## src/rtl/usb_rx_bit_timer.sv

```systemverilog
// rtl/usb_rx_bit_timer.sv - USB RX bit timing, NRZI destuffing and byte framing
//
// Purpose:
//   Tracks the bit-period phase of the incoming USB line and realigns it on
//   every line transition. It samples once per bit at SAMPLE_PHASE. Data bits
//   produce a one-cycle shift strobe for the downstream RX shift register.
//   A bit that follows STUFF_RUN consecutive decoded ones is a stuff bit: it
//   is dropped, and a 1 in that position is reported as a stuff error. The
//   block also counts shifted bits and pulses once per completed byte.
//
// Ports:
//   i_clk             system clock, rising edge
//   i_rst             synchronous active-high reset, highest priority
//   i_enable_timer    high while a packet is received; low idles the block
//   i_d_edge          one-cycle pulse on any differential line transition
//   i_d_decoded       NRZI-decoded bit, valid in the sample cycle
//   o_shift_enable    one-cycle strobe: shift i_d_decoded into the RX register
//   o_byte_received   one-cycle pulse, one cycle after the byte-completing shift
//   o_stuff_err       one-cycle pulse: the stuff position carried a 1
//   o_bit_count       data bits shifted so far in the current byte

module usb_rx_bit_timer #(
    parameter int CLKS_PER_BIT  = 8,
    parameter int SAMPLE_PHASE  = 3,
    parameter int BITS_PER_BYTE = 8,
    parameter int STUFF_RUN     = 6,
    localparam int BCW          = $clog2(BITS_PER_BYTE) + 1
) (
    input  logic           i_clk,
    input  logic           i_rst,
    input  logic           i_enable_timer,
    input  logic           i_d_edge,
    input  logic           i_d_decoded,
    output logic           o_shift_enable,
    output logic           o_byte_received,
    output logic           o_stuff_err,
    output logic [BCW-1:0] o_bit_count
);

    localparam int PW = (CLKS_PER_BIT > 2) ? $clog2(CLKS_PER_BIT) : 1;
    localparam int OW = $clog2(STUFF_RUN + 1);

    localparam logic [PW-1:0]  PH_LAST   = PW'(CLKS_PER_BIT - 1);
    localparam logic [PW-1:0]  PH_SAMPLE = PW'(SAMPLE_PHASE);
    localparam logic [PW-1:0]  PH_ONE    = PW'(1);
    localparam logic [OW-1:0]  RUN_MAX   = OW'(STUFF_RUN);
    localparam logic [OW-1:0]  RUN_ONE   = OW'(1);
    localparam logic [BCW-1:0] BC_LAST   = BCW'(BITS_PER_BYTE - 1);
    localparam logic [BCW-1:0] BC_ONE    = BCW'(1);

    logic [PW-1:0]  r_phase;
    logic [OW-1:0]  r_ones_run;
    logic [BCW-1:0] r_bit_count;
    logic           r_shift_enable;
    logic           r_shift_wrap;
    logic           r_byte_received;
    logic           r_stuff_err;

    logic           w_sample;
    logic           w_stuff_pos;
    logic           w_bit_wrap;
    logic [PW-1:0]  w_phase_next;

    assign w_sample    = i_enable_timer && (r_phase == PH_SAMPLE);
    assign w_stuff_pos = (r_ones_run == RUN_MAX);
    assign w_bit_wrap  = (r_bit_count == BC_LAST);

    // An edge cycle counts as phase 0, so the following cycle is phase 1.
    // A sample coinciding with an edge still uses the pre-edge phase.
    always_comb begin
        w_phase_next = '0;
        if (i_d_edge) begin
            w_phase_next = PH_ONE;
        end else if (r_phase != PH_LAST) begin
            w_phase_next = r_phase + PH_ONE;
        end
    end

    always_ff @(posedge i_clk) begin
        if (i_rst || !i_enable_timer) begin
            r_phase         <= '0;
            r_ones_run      <= '0;
            r_bit_count     <= '0;
            r_shift_enable  <= 1'b0;
            r_shift_wrap    <= 1'b0;
            r_byte_received <= 1'b0;
            r_stuff_err     <= 1'b0;
        end else begin
            r_phase         <= w_phase_next;
            r_shift_enable  <= 1'b0;
            r_stuff_err     <= 1'b0;
            // Byte pulse lags the completing shift by one cycle so the
            // shift register has absorbed the last bit.
            r_byte_received <= r_shift_enable && r_shift_wrap;
            if (w_sample) begin
                if (!w_stuff_pos) begin
                    r_shift_enable <= 1'b1;
                    r_shift_wrap   <= w_bit_wrap;
                    r_ones_run     <= i_d_decoded ? (r_ones_run + RUN_ONE) : '0;
                    r_bit_count    <= w_bit_wrap ? '0 : (r_bit_count + BC_ONE);
                end else begin
                    // Stuff bit: dropped; run restarts whatever its value.
                    r_ones_run  <= '0;
                    r_stuff_err <= i_d_decoded;
                end
            end
        end
    end

    // Gating by enable hides a strobe registered in the last enabled cycle,
    // so nothing leaks out in the first disabled cycle.
    assign o_shift_enable  = r_shift_enable  && i_enable_timer;
    assign o_byte_received = r_byte_received && i_enable_timer;
    assign o_stuff_err     = r_stuff_err     && i_enable_timer;
    assign o_bit_count     = i_enable_timer ? r_bit_count : '0;

endmodule

```

## config.mk

```make
export PLATFORM = sky130hd
export DESIGN_NAME = usb_rx_bit_timer
export DESIGN_NICKNAME = d
export VERILOG_FILES = /design/src/rtl/usb_rx_bit_timer.sv
export SDC_FILE = /design/constraint.sdc
export NUM_CORES = 1
export LEC_CHECK = 0
export CORE_UTILIZATION = 40
export CTS_CLUSTER_SIZE = 25
export DETAILED_ROUTE_END_ITERATION = 16
export HOLD_SLACK_MARGIN = 0.12
export PLACE_DENSITY_LB_ADDON = 0.12
export REMOVE_ABC_BUFFERS = 1
export SYNTH_ARGS = -nofsm -noshare
export SYNTH_HDL_FRONTEND = slang
export SYNTH_SLANG_ARGS = --single-unit
```

## constraint.sdc

```tcl
create_clock -name i_clk -period 1.69 [get_ports i_clk]
set_input_delay 0.4225 -clock i_clk [delete_from_list [all_inputs] [get_ports i_clk]]
set_output_delay 0.4225 -clock i_clk [all_outputs]
set_load 0.05 [all_outputs]
```

==> Word-level counts from Yosys, hierarchy flattened <==
Cells that the tools add are included.
{ "word_totals": {"out_inout_bits": 7, "ff_bits": 14} }
{ "op_classes": {"n_eq_ne": 4, "mux": 7, "addsub": 3, "n_bitwise": 3, "n_reduce_logical": 11} }
{ "ops": {"columns": ["cell", "n"], "rows": [
  ["two-way mux 4 bit", 2],
  ["adder 3 x 1 -> 3 bit, second input constant", 2],
  ["two-way mux 3 bit", 2],
  ["OR reduction 3 bit", 2],
  ["logical AND 1 bit", 5],
  ["adder 4 x 1 -> 4 bit, second input constant", 1],
  ["equality test 4 x 3 -> 1 bit, second input constant", 1],
  ["equality test 3 x 2 -> 1 bit, second input constant", 1],
  ["equality test 3 bit, second input constant", 1],
  ["two-way mux 1 bit", 3],
  ["inequality test 3 bit, second input constant", 1],
  ["NOT 1 bit", 3],
  ["AND reduction 2 bit", 1],
  ["OR reduction 2 bit", 1],
  ["zero test 1 bit", 1],
  ["logical OR 1 bit", 1]
]} }

==> Depth between registers and ports, before layout <==
Gate-level depths: netlist of run 1.
{ "depth": {"word_depth": 4, "ltp_mapped": 6, "mapped_depth_nobuf": 5} }

==> Worst setup path before layout of run 1 <==
No wires, ideal clock.
{ "synth_path": {"path_kind": "reg-to-reg", "start": "register r_ones_run[0]", "end": "register r_bit_count[3]", "stages_incl_launch_ff": 7, "slack_ns": 0.135, "period_less_slack_ns": 1.555, "arrival_time_ns": 1.485, "cell_sequence": "dfxtp_1 -> inv_1 -> ha_1 -> and2_1 -> clkbuf_1 -> or4b_1 -> a21oi_1"} }
{ "synth_between": {"elab_chain_len": 3} }
{ "synth_lines": {"columns": ["element", "line_no", "text"], "rows": [
  ["start, declared", "52", "logic [OW-1:0] r_ones_run;"],
  ["start signal, assigned", "99", "r_ones_run <= i_d_decoded ? (r_ones_run + RUN_ONE) : '0;"],
  ["equality test 3 bit", "65", "assign w_stuff_pos = (r_ones_run == RUN_MAX);"],
  ["NOT 1 bit (no line)", null, null],
  ["AND reduction 2 bit (no line)", null, null],
  ["end signal, assigned", "100", "r_bit_count <= w_bit_wrap ? '0 : (r_bit_count + BC_ONE);"],
  ["end, declared", "53", "logic [BCW-1:0] r_bit_count;"]
]} }
Every way passes these cells.
A chain may end at the register's enable or synchronous reset.

==> Worst setup path in the final report of run 1 <==
{ "layout_path": {"start": "input i_enable_timer", "end": "output o_stuff_err"} }
{ "layout_between": {"elab_chain_len": 1} }
{ "layout_lines": {"columns": ["element", "line_no", "text"], "rows": [
  ["start, declared", "31", "input logic i_enable_timer,"],
  ["logical AND 1 bit", "114", "assign o_stuff_err = r_stuff_err && i_enable_timer;"],
  ["end, declared", "36", "output logic o_stuff_err,"]
]} }
Every way passes these cells.

==> key figures, run 1 <==
Drt
  • First-pass detailed-route iteration total: 10
  • Post-route DRC violation count: 2
  • Detail Route Antenna Nets: 0
  • Vias per cell: 5.25
  • Drt total wl: 1320 µm
  • Vias post-DR: 578
  • Drt first-iter violations: 9
  • Routed wire per std cell: 12.0 µm

Synth
  • Netlist cell types: 24
  • Syn_area_per_cell: 8.84 µm²
  • Top cell type by total area after synthesis: dfxtp_1
  • Post-synthesis sequential area ratio: 0.407
  • Post-Syn Instances: 78
  • Synth Cell Area: 689 µm²
  • Top post-synthesis cells by area: dfxtp_1 (41%), ha_1 (11%), and2_2 (8.7%)
  • Ys Warns: 0
  • Top-area cell type share of the netlist area: 0.407
  • Yosys reg bits: 14

Place
  • Dpl ws: -0.208 ns
  • GPL Wtd Cong: 0.731
  • PortBufs: 11
  • Placed Area: 905 µm²
  • Cells after DPL: 106
  • Post-DP HPWL: 994 µm

Cells and area
  • Post-route cell area: 940 µm²
  • Layout Nets: 106
  • Layout fillers: 126
  • Commonest non-fill, non-tap cell in the layout: dfxtp_1
  • Finished Layout Cells: 110
  • Area grow syn2layout: 36.3%
  • Most frequent cells in the layout: dfxtp_1 (14), and2_2 (8), a21oi_1 (8)
  • Diode count: 0
  • Share of layout cells above drive strength 1: 0.266

Power
  • Pleak: 0.354 nW
  • Peak supply drop: 0.548 mV
  • Int Power: 0.477 mW
  • Power per cell area: 637 nW/µm²
  • Combinational share of power: 0.046
  • Switching part of the total: 0.204
  • Register share of total power: 0.555
  • Psw: 0.122 mW
  • Clock power share: 0.399

Timing
  • Fraction of the cycle the final worst path needs: 0.927
  • Max Fclk: 639 MHz
  • Final worst setup slack: 0.124 ns
  • Clock skew: 0.00730 ns
  • Period minus WS final: 1.57 ns
  • Final Hold Viols: 0
  • Pin slew with the least headroom to its limit: 0.271 ns
  • Setup violations, final: 0
  • Final slew viol count: 0
  • Slew HR: 0.819
  • RSZ-0062 raised after global routing: false

Global route
  • Overall Global Routing Usage: 0.172
  • Largest net degree at the start of global routing: 11
  • Grt ovf: 0
  • Initial antenna violation count: 0
  • Vias in the first global route: 561
  • First-pass GRT wire length: 2370 µm

Die
  • Die Height: 43.5 µm
  • Initial Util: 0.442
  • Placement Rows: 14
  • Die area: 1890 µm²
  • Ports: 12
  • Width of the die: 43.5 µm
  • Core area: 1560 µm²

CTS
  • Clock Path Buffers: 2
  • CTS Buf Count: 3
  • Clock sinks: 14
  • Hold buffers post-CTS: 0
  • Cts repair resizes: 1
  • H-Tree Depth: 1
  • Post-CTS setup buffer count: 0
  • Clk_lat worst skew: 0.28 ns
  • CTS tree: done
  • Clk Tree Root Cell: clkbuf_4
  • Reg clk slew, reported paths: 0.08 ns

Run status
  • Run status: finished, violations left
  • Failing checks: design-rule violations

Worst setup path
  • CP endpoint kind: output pin
  • Worst reg-to-reg setup slack: 0.17 ns
  • Nature of the critical path startpoint: input pin
  • Reg2Reg Depth: 5
  • Crit-path cells: dlygate4sd2_1, and2_2, buf_12
  • Worst-path fanout max: 10
  • WP data required: 1.27 ns
  • Crit Path Category: in2out
  • Slowest CP cell: dlygate4sd2_1
  • Worst Path Arrival: 1.14 ns
  • Largest stage delay on the critical path: 0.35 ns

Worst hold path
  • Hold Path Depth: 2
  • HP Class: reg2reg

Job
  • Max Cap Viol: 0
[cell usage after synthesis]
cell type	count
dfxtp_1	14
nand4b_1	2
nand2_1	6
ha_1	6
nand2_2	1
and2_2	8
a21oi_1	8
clkbuf_1	3
nor2_1	5
or4b_1	1
o21ai_0	4
nor3b_1	1
inv_1	4
buf_6	1
nor4b_1	1
o2111ai_1	1
nand3_1	2
o31ai_1	2
or4_1	2
nor4_1	1
nor3_1	2
nand4_1	1
or2b_1	1
and2_1	1
[state kept, by name, indices dropped and copies added (netlist names)]
register	cells
r_stuff_err	1
r_byte_received	1
r_shift_wrap	1
r_shift_enable	1
r_ones_run	3
r_phase	3
r_bit_count	4
[power by group through the flow]
stage	registers [mW]	logic [mW]	clock network [mW]
6_report	0.332	0.0277	0.239
3_5_place_dp	0.340	0.0288	0
4_1_cts	0.332	0.0281	0.244
2_1_floorplan	0.340	0.00836	0
5_1_grt	0.333	0.0315	0.260
3_3_place_gp	0.340	0.0283	0
[metrics by stage]
step	TNS [ns]	utilization	hold slack (ns)	total power, mW
floorplan	0	-	0.406	0.348
global placement	-1.35	0.580	0.422	0.368
detailed placement	-1.78	0.580	0.425	0.369
CTS	0	0.603	0.437	0.604
global route	0	0.603	0.462	0.624
finish	0	0.603	0.434	0.599
[critical path: cells and delay by family]
| kind | cells | cell delay [ns] |
|---|---|---|
| and+or+nand+nor | 1 | 0.23 |
| buffers and inverters | 2 | 0.48 |
[routing by layer]
layer	share of wire	GRT usage	vias to the layer above	wire (µm)
li1	-	-	308	-
met1	0.49	0.198	255	642
met2	0.46	0.285	13	613
met3	0.035	0.0375	2	46
met4	0.014	0.113	0	18
met5	0	0	-	0
[worst paths after layout]
check                                     from              end
worst min-delay path            r_shift_enable  r_byte_received
worst min register to register  r_shift_enable  r_byte_received
worst max register to register   r_ones_run[0]   r_bit_count[3]
worst max-delay path            i_enable_timer      o_stuff_err
[cell families after synthesis]
group,count (synthesis),share of synthesized area
buffers and inverters,8,0.0544
and+or+nand+nor,35,0.309
adders and majority gates,6,0.109
DFF,14,0.407
AOI/OAI and AO/OA,15,0.122
[cell type report]
type,count,area [µm²],area share
Tap cell,16,20.0,0.0213
Timing Repair Buffer,16,216,0.230
Clock buffer,4,36.3,0.0386
Inverter,4,15.0,0.0160
Sequential cell,14,280,0.298
Multi-Input combinational cell,56,372,0.395
(Power assumes the default switching activity.)
==> inputs of run 2 (changes only) <==
- CTS_CLUSTER_DIAMETER: not set -> 50
==> results of run 2 <==
The final DEF is identical to that of run 1; final timing and power are the same.
